===== config.mk =====
export PLATFORM = sky130hd
export DESIGN_NAME = alu_multicycle_exec
export DESIGN_NICKNAME = d
export VERILOG_FILES = /design/src/rtl/alu_multicycle_exec.sv
export SDC_FILE = /design/constraint.sdc
export NUM_CORES = 1
export LEC_CHECK = 0
export BUFFER_PORTS_ARGS = -buffer_cell sky130_fd_sc_hd__buf_4
export CAP_MARGIN = 20
export CORE_MARGIN = 2
export CORE_UTILIZATION = 54
export CTS_BUF_LIST = sky130_fd_sc_hd__clkbuf_16
export DETAILED_ROUTE_END_ITERATION = 10
export PLACE_DENSITY = 0.86
export SLEW_MARGIN = 40
export SYNTH_ARGS = -nofsm -noshare
export SYNTH_HDL_FRONTEND = slang
export SYNTH_SLANG_ARGS = --single-unit

===== constraint.sdc =====
create_clock -name clk -period 8.1 [get_ports clk]
set_input_delay 0.81 -clock clk [delete_from_list [all_inputs] [get_ports clk]]
set_output_delay 0.81 -clock clk [all_outputs]
set_load 0.02 [all_outputs]

===== src/rtl/alu_multicycle_exec.sv =====
// alu_multicycle_exec: execute-stage ALU. Register ops and branch compares
// complete in one cycle. SLL/SRL shift one bit per cycle behind a
// start/busy/done handshake.
// Optional build macro: ALU_FAST_SHIFT_EN selects a single-cycle barrel shifter.
// Ports:
//   clk, reset          rising-edge clock, synchronous active-high reset
//   start_i             request, accepted while busy_o is low
//   ALU_Operation_i     4-bit operation code
//   A_i, B_i            operands (shift amount is B_i[4:0])
//   busy_o              iterative shift in progress
//   done_o              one-cycle pulse, result/flags valid
//   ALU_Result_o        registered result, held until the next done_o
//   Zero_o              result == 0
//   Branch_Taken_o      branch condition (0 for non-branch ops)
//   Illegal_o           unsupported operation code
module alu_multicycle_exec #(
    parameter int unsigned DATA_WIDTH = 32
) (
    input  logic                  clk,
    input  logic                  reset,
    input  logic                  start_i,
    input  logic [3:0]            ALU_Operation_i,
    input  logic [DATA_WIDTH-1:0] A_i,
    input  logic [DATA_WIDTH-1:0] B_i,
    output logic                  busy_o,
    output logic                  done_o,
    output logic [DATA_WIDTH-1:0] ALU_Result_o,
    output logic                  Zero_o,
    output logic                  Branch_Taken_o,
    output logic                  Illegal_o
);

    localparam int unsigned SHAMT_W = $clog2(DATA_WIDTH);

    localparam logic [3:0] OP_ADD = 4'b0000;
    localparam logic [3:0] OP_SUB = 4'b0001;
    localparam logic [3:0] OP_OR  = 4'b0010;
    localparam logic [3:0] OP_SLL = 4'b0011;
    localparam logic [3:0] OP_SRL = 4'b0100;
    localparam logic [3:0] OP_LUI = 4'b0101;
    localparam logic [3:0] OP_AND = 4'b0110;
    localparam logic [3:0] OP_XOR = 4'b0111;
    localparam logic [3:0] OP_BEQ = 4'b1000;
    localparam logic [3:0] OP_BNE = 4'b1001;
    localparam logic [3:0] OP_BLT = 4'b1010;
    localparam logic [3:0] OP_BGE = 4'b1011;
    localparam logic [3:0] OP_JAL = 4'b1100;
    localparam logic [3:0] OP_SW  = 4'b1101;

    typedef enum logic [1:0] {
        IDLE  = 2'd0,
        SHIFT = 2'd1,
        DONE  = 2'd2
    } state_t;

    state_t                state, state_next;
    logic [DATA_WIDTH-1:0] shreg, shreg_next;
    logic [SHAMT_W-1:0]    count, count_next;
    logic                  shift_left, shift_left_next;

    logic [DATA_WIDTH-1:0] op_result;
    logic                  op_taken;
    logic                  op_illegal;
    logic                  op_iterative;
    logic [SHAMT_W-1:0]    shamt;
    logic [DATA_WIDTH-1:0] diff;

    logic                  load_out;
    logic [DATA_WIDTH-1:0] result_next;
    logic                  taken_next;
    logic                  illegal_next;

    assign shamt = B_i[SHAMT_W-1:0];
    assign diff  = A_i - B_i;

    // Single-cycle result for the incoming operation
    always_comb begin
        op_result    = '0;
        op_taken     = 1'b0;
        op_illegal   = 1'b0;
        op_iterative = 1'b0;
        unique case (ALU_Operation_i)
            OP_ADD, OP_SW: op_result = A_i + B_i;
            OP_SUB:        op_result = diff;
            OP_OR:         op_result = A_i | B_i;
            OP_AND:        op_result = A_i & B_i;
            OP_XOR:        op_result = A_i ^ B_i;
            OP_LUI:        op_result = B_i;
            OP_JAL:        op_result = A_i + DATA_WIDTH'(4);
`ifdef ALU_FAST_SHIFT_EN
            OP_SLL:        op_result = A_i << shamt;
            OP_SRL:        op_result = A_i >> shamt;
`else
            // Only reached directly for shamt == 0; non-zero amounts iterate
            OP_SLL, OP_SRL: begin
                op_result    = A_i;
                op_iterative = (shamt != '0);
            end
`endif
            OP_BEQ: begin
                op_result = diff;
                op_taken  = (A_i == B_i);
            end
            OP_BNE: begin
                op_result = diff;
                op_taken  = (A_i != B_i);
            end
            OP_BLT: begin
                op_result = diff;
                op_taken  = ($signed(A_i) < $signed(B_i));
            end
            OP_BGE: begin
                op_result = diff;
                op_taken  = ($signed(A_i) >= $signed(B_i));
            end
            default:       op_illegal = 1'b1;
        endcase
    end

    // Next-state and next-output logic
    always_comb begin
        state_next      = state;
        shreg_next      = shreg;
        count_next      = count;
        shift_left_next = shift_left;
        load_out        = 1'b0;
        result_next     = op_result;
        taken_next      = op_taken;
        illegal_next    = op_illegal;
        unique case (state)
            IDLE, DONE: begin
                state_next = IDLE;
                if (start_i) begin
                    if (op_iterative) begin
                        shreg_next      = A_i;
                        count_next      = shamt;
                        shift_left_next = (ALU_Operation_i == OP_SLL);
                        state_next      = SHIFT;
                    end else begin
                        load_out   = 1'b1;
                        state_next = DONE;
                    end
                end
            end
            SHIFT: begin
                shreg_next = shift_left ? (shreg << 1) : (shreg >> 1);
                count_next = count - SHAMT_W'(1);
                if (count == SHAMT_W'(1)) begin
                    load_out     = 1'b1;
                    result_next  = shreg_next;
                    taken_next   = 1'b0;
                    illegal_next = 1'b0;
                    state_next   = DONE;
                end
            end
            default: state_next = IDLE;
        endcase
    end

    // State, datapath and output registers
    always_ff @(posedge clk) begin
        if (reset) begin
            state          <= IDLE;
            shreg          <= '0;
            count          <= '0;
            shift_left     <= 1'b0;
            busy_o         <= 1'b0;
            done_o         <= 1'b0;
            ALU_Result_o   <= '0;
            Zero_o         <= 1'b0;
            Branch_Taken_o <= 1'b0;
            Illegal_o      <= 1'b0;
        end else begin
            state      <= state_next;
            shreg      <= shreg_next;
            count      <= count_next;
            shift_left <= shift_left_next;
            busy_o     <= (state_next == SHIFT);
            done_o     <= (state_next == DONE);
            if (load_out) begin
                ALU_Result_o   <= result_next;
                Zero_o         <= (result_next == '0);
                Branch_Taken_o <= taken_next;
                Illegal_o      <= illegal_next;
            end
        end
    end

endmodule


==> flow_summary.json <==
{
  "synth_flop_cell": "dfxtp_1",
  "crit_family": "compound AO/OA/AOI/OAI gates",
  "antenna_found_initial": 0,
  "min_period_ns": 4.69,
  "io_buffers": 107,
  "synth_nets": 1737,
  "postCtsHoldBufs": 0,
  "crit_chain": "buf_4 > inv_1 > ha_1 > or4_1 > nand2b_1 > a2111oi_0 > a2111oi_2 > o31ai_1 > a21boi_1 > a2111oi_1 > a21oi_1 > nor2_1 > nand4_1 > o21ai_1",
  "drtIter0Drc": 2227,
  "die_h_um": 145,
  "end_kind": "flop",
  "finalSetupTns_ns": 0,
  "synthCells": 1558,
  "track_usage_pct": 46.1,
  "slew_viol_final": 0,
  "final-setup-viol-count": 0,
  "finalHoldViolations": 0,
  "area_growth_pct": 11.4,
  "dr.pass1.iters": 6,
  "path_class": "in2reg",
  "post_cts_buffers": 0,
  "cts-root-buf": "clkbuf_16",
  "worst_pin_slew_ns": 0.973,
  "cp-start-kind": "primary input",
  "fillers": 1831,
  "syn_area_mm2": 0.0107,
  "first_global_vias": 12200,
  "final_util_pct": 61.3,
  "synth-seq-area-share_pct": 14.4,
  "synthAdderAreaFrac_pct": 12.8,
  "layout_commonest_cell": "nor2_1",
  "grt_pass1_wl_um": 72900,
  "rows": 51,
  "drcViolationCount": 0,
  "cp_slowest_cell": "a2111oi_0",
  "rsz0062_at_grt": "false",
  "fin_nets": 1761,
  "synth.distinct_cells": 85,
  "post-place-ws_ns": 3.29,
  "cts_resized": 0,
  "synthSimpleGateAreaFrac_pct": 24.8,
  "fin_worst_skew_ns": 0.00964,
  "vias": 13400,
  "grt_max_degree": 75,
  "ir_drop_uv": 121,
  "grt_overflow": 0,
  "final_cell_mix": "164 x nor2_1, 154 x a21oi_1, 146 x nand2_1",
  "clkLatencyLatePin_ns": 0.34,
  "synth_edf_count": 0,
  "max_stage_delay_ns": 0.61,
  "period_share_pct": 57.9,
  "cts_buffer_depth": 2,
  "synth_compound_area_share_pct": 33.0,
  "cts_tree": "built",
  "core_mm2": 0.0195,
  "cts.sinks": 77,
  "powerDensity_mw_per_mm2": 135,
  "synthArstFlopShare_pct": 0,
  "drv_cap": 0,
  "antenna_left": 0,
  "clk_pin_slew_ns": 0.07,
  "io_pins": 108,
  "p_leak_nw": 4.88,
  "worst-path-buf-inv": 2,
  "setup_slack_ns": 3.41,
  "drive_gt1_share_pct": 12.5,
  "synth.avg_cell_area_um2": 6.87,
  "outcome": "finished, final reports clean",
  "wirelength_um": 49600,
  "power_mw": 1.61,
  "design.die.area_mm2": 0.0210,
  "die_w_um": 145,
  "timing.fmax_mhz": 213,
  "initial_utilization_pct": 55.0,
  "gp_congestion": 1.11,
  "wl_per_cell_um": 26.8,
  "synth_top_family_by_area": "compound AO/OA/AOI/OAI gates",
  "cts_made_buffers": 9,
  "synth_xor_area_share_pct": 2.54,
  "holdCritPathClass": "reg2reg",
  "synth_seq_cells": 77,
  "htreeDepth": 3,
  "cp.arrival_ns": 4.96,
  "synth.mux.area_fraction_pct": 4.65,
  "whs_ns": 0.449,
  "viasPerCell": 7.20,
  "crit_fanout": 11,
  "synth-warning-count": 0,
  "hpwl_um": 36100,
  "cp.required_ns": 8.38,
  "maxSlewHeadroom_pct": 34.9
}
[registers in the layout (all words and copies together), names as in the netlist]
name            flops
Zero_o              1
shreg              32
Illegal_o           1
ALU_Result_o       32
busy_o              1
done_o              1
Branch_Taken_o      1
count               5
shift_left          1
state               2
[where the power goes]
| group | switching [mW] | leakage (nW) | internal [mW] | total, mW |
|---|---|---|---|---|
| logic | 0.499 | 4.09 | 0.246 | 0.745 |
| registers | 0.0148 | 0.628 | 0.401 | 0.416 |
| clock network | 0.177 | 0.156 | 0.271 | 0.448 |
| total | 0.690 | 4.88 | 0.918 | 1.61 |
[metrics by stage]
| step | cells | area (um2) |
|---|---|---|
| 4_1_cts | 1851 | 11900 |
| 3_3_place_gp | 1835 | 11600 |
| 6_report | 1853 | 11900 |
| 3_5_place_dp | 1835 | 11600 |
| 5_1_grt | 1852 | 11900 |
| 2_1_floorplan | 1558 | 10700 |
[cell usage after synthesis, drive strengths merged, types with 9 or more instances]
cell type / n / share of area [%]
nor4: 23 / 1.5
inv: 98 / 3.4
mux2i: 25 / 2.3
nand2b: 16 / 0.93
o211ai: 24 / 1.7
nor3b: 9 / 0.63
or3: 9 / 0.53
and2: 10 / 0.58
o21ai: 82 / 3.9
nor2b: 18 / 1.1
clkbuf: 85 / 3.0
and3: 9 / 0.53
a31oi: 18 / 1.1
nand3: 37 / 1.7
nor2: 168 / 6.0
a21oi: 156 / 7.3
a2111oi: 11 / 0.98
a22oi: 38 / 2.7
dfxtp: 77 / 14
o31ai: 10 / 0.70
o22ai: 22 / 1.3
buf: 29 / 1.4
a211oi: 29 / 2.0
a221oi: 24 / 2.1
o221ai: 15 / 1.2
nor3: 55 / 2.7
a221o: 13 / 1.2
xnor2: 27 / 2.2
nand2: 147 / 5.2
nand4: 24 / 1.4
mux2: 22 / 2.3
ha: 106 / 12
[cells by family (layout without fill, tap and decap cells)]
logic type | after synthesis | after routing
adders and majority gates | 108 | 108
buffers and inverters | 215 | 244
DFF | 77 | 77
AOI/OAI and AO/OA | 526 | 526
other | 0 | 1
and+or+nand+nor | 554 | 554
xor gates and xnor gates | 31 | 31
muxes | 47 | 47
[final timing paths]
kind / start / end / slack [ns] / cells after the start
worst min register to register: ALU_Result_o[31]$_SDFFE_PP0P_ / ALU_Result_o[31]$_SDFFE_PP0P_ / 0.45 / 2
worst max register to register: state[0]$_SDFF_PP0_ / Zero_o$_SDFFE_PP0P_ / 4.09 / 13
worst min-delay path: ALU_Result_o[31]$_SDFFE_PP0P_ / ALU_Result_o[31]$_SDFFE_PP0P_ / 0.45 / 2
worst max-delay path: A_i[12] / Zero_o$_SDFFE_PP0P_ / 3.41 / 14
[cell type report]
class / instances / area (um2) / area share, %
clock inverters: 7 / 95.1 / 0.797
multi-input cells: 1266 / 8380 / 70.3
diodes: 1 / 2.50 / 0.0210
clock buffers: 9 / 225 / 1.89
repair buffers: 127 / 973 / 8.16
flip-flops and latches: 77 / 1540 / 12.9
well taps: 265 / 332 / 2.78
inverters: 101 / 379 / 3.18
[routing by layer]
metal  part of all wire (%)  vias up  global-route usage [%]  wire, um
met5                      0        -                       0         0
met4                    6.9        0                    26.6      3450
met3                     17      257                    17.3      8260
met2                     39     1192                    63.7     19500
met1                     37     6111                    60.7     18400
li1                       -     5790                       -         -
[worst register-to-register path: cells and delay by family (launching register included)]
kind	cells	cell delay, ns
AND/OR/NAND/NOR	9	2.50
buffers and inverters	2	0.68
AO/OA/AOI/OAI	2	0.35
flip-flops	1	0.42
Note: power is estimated with default switching activity, not from simulation.
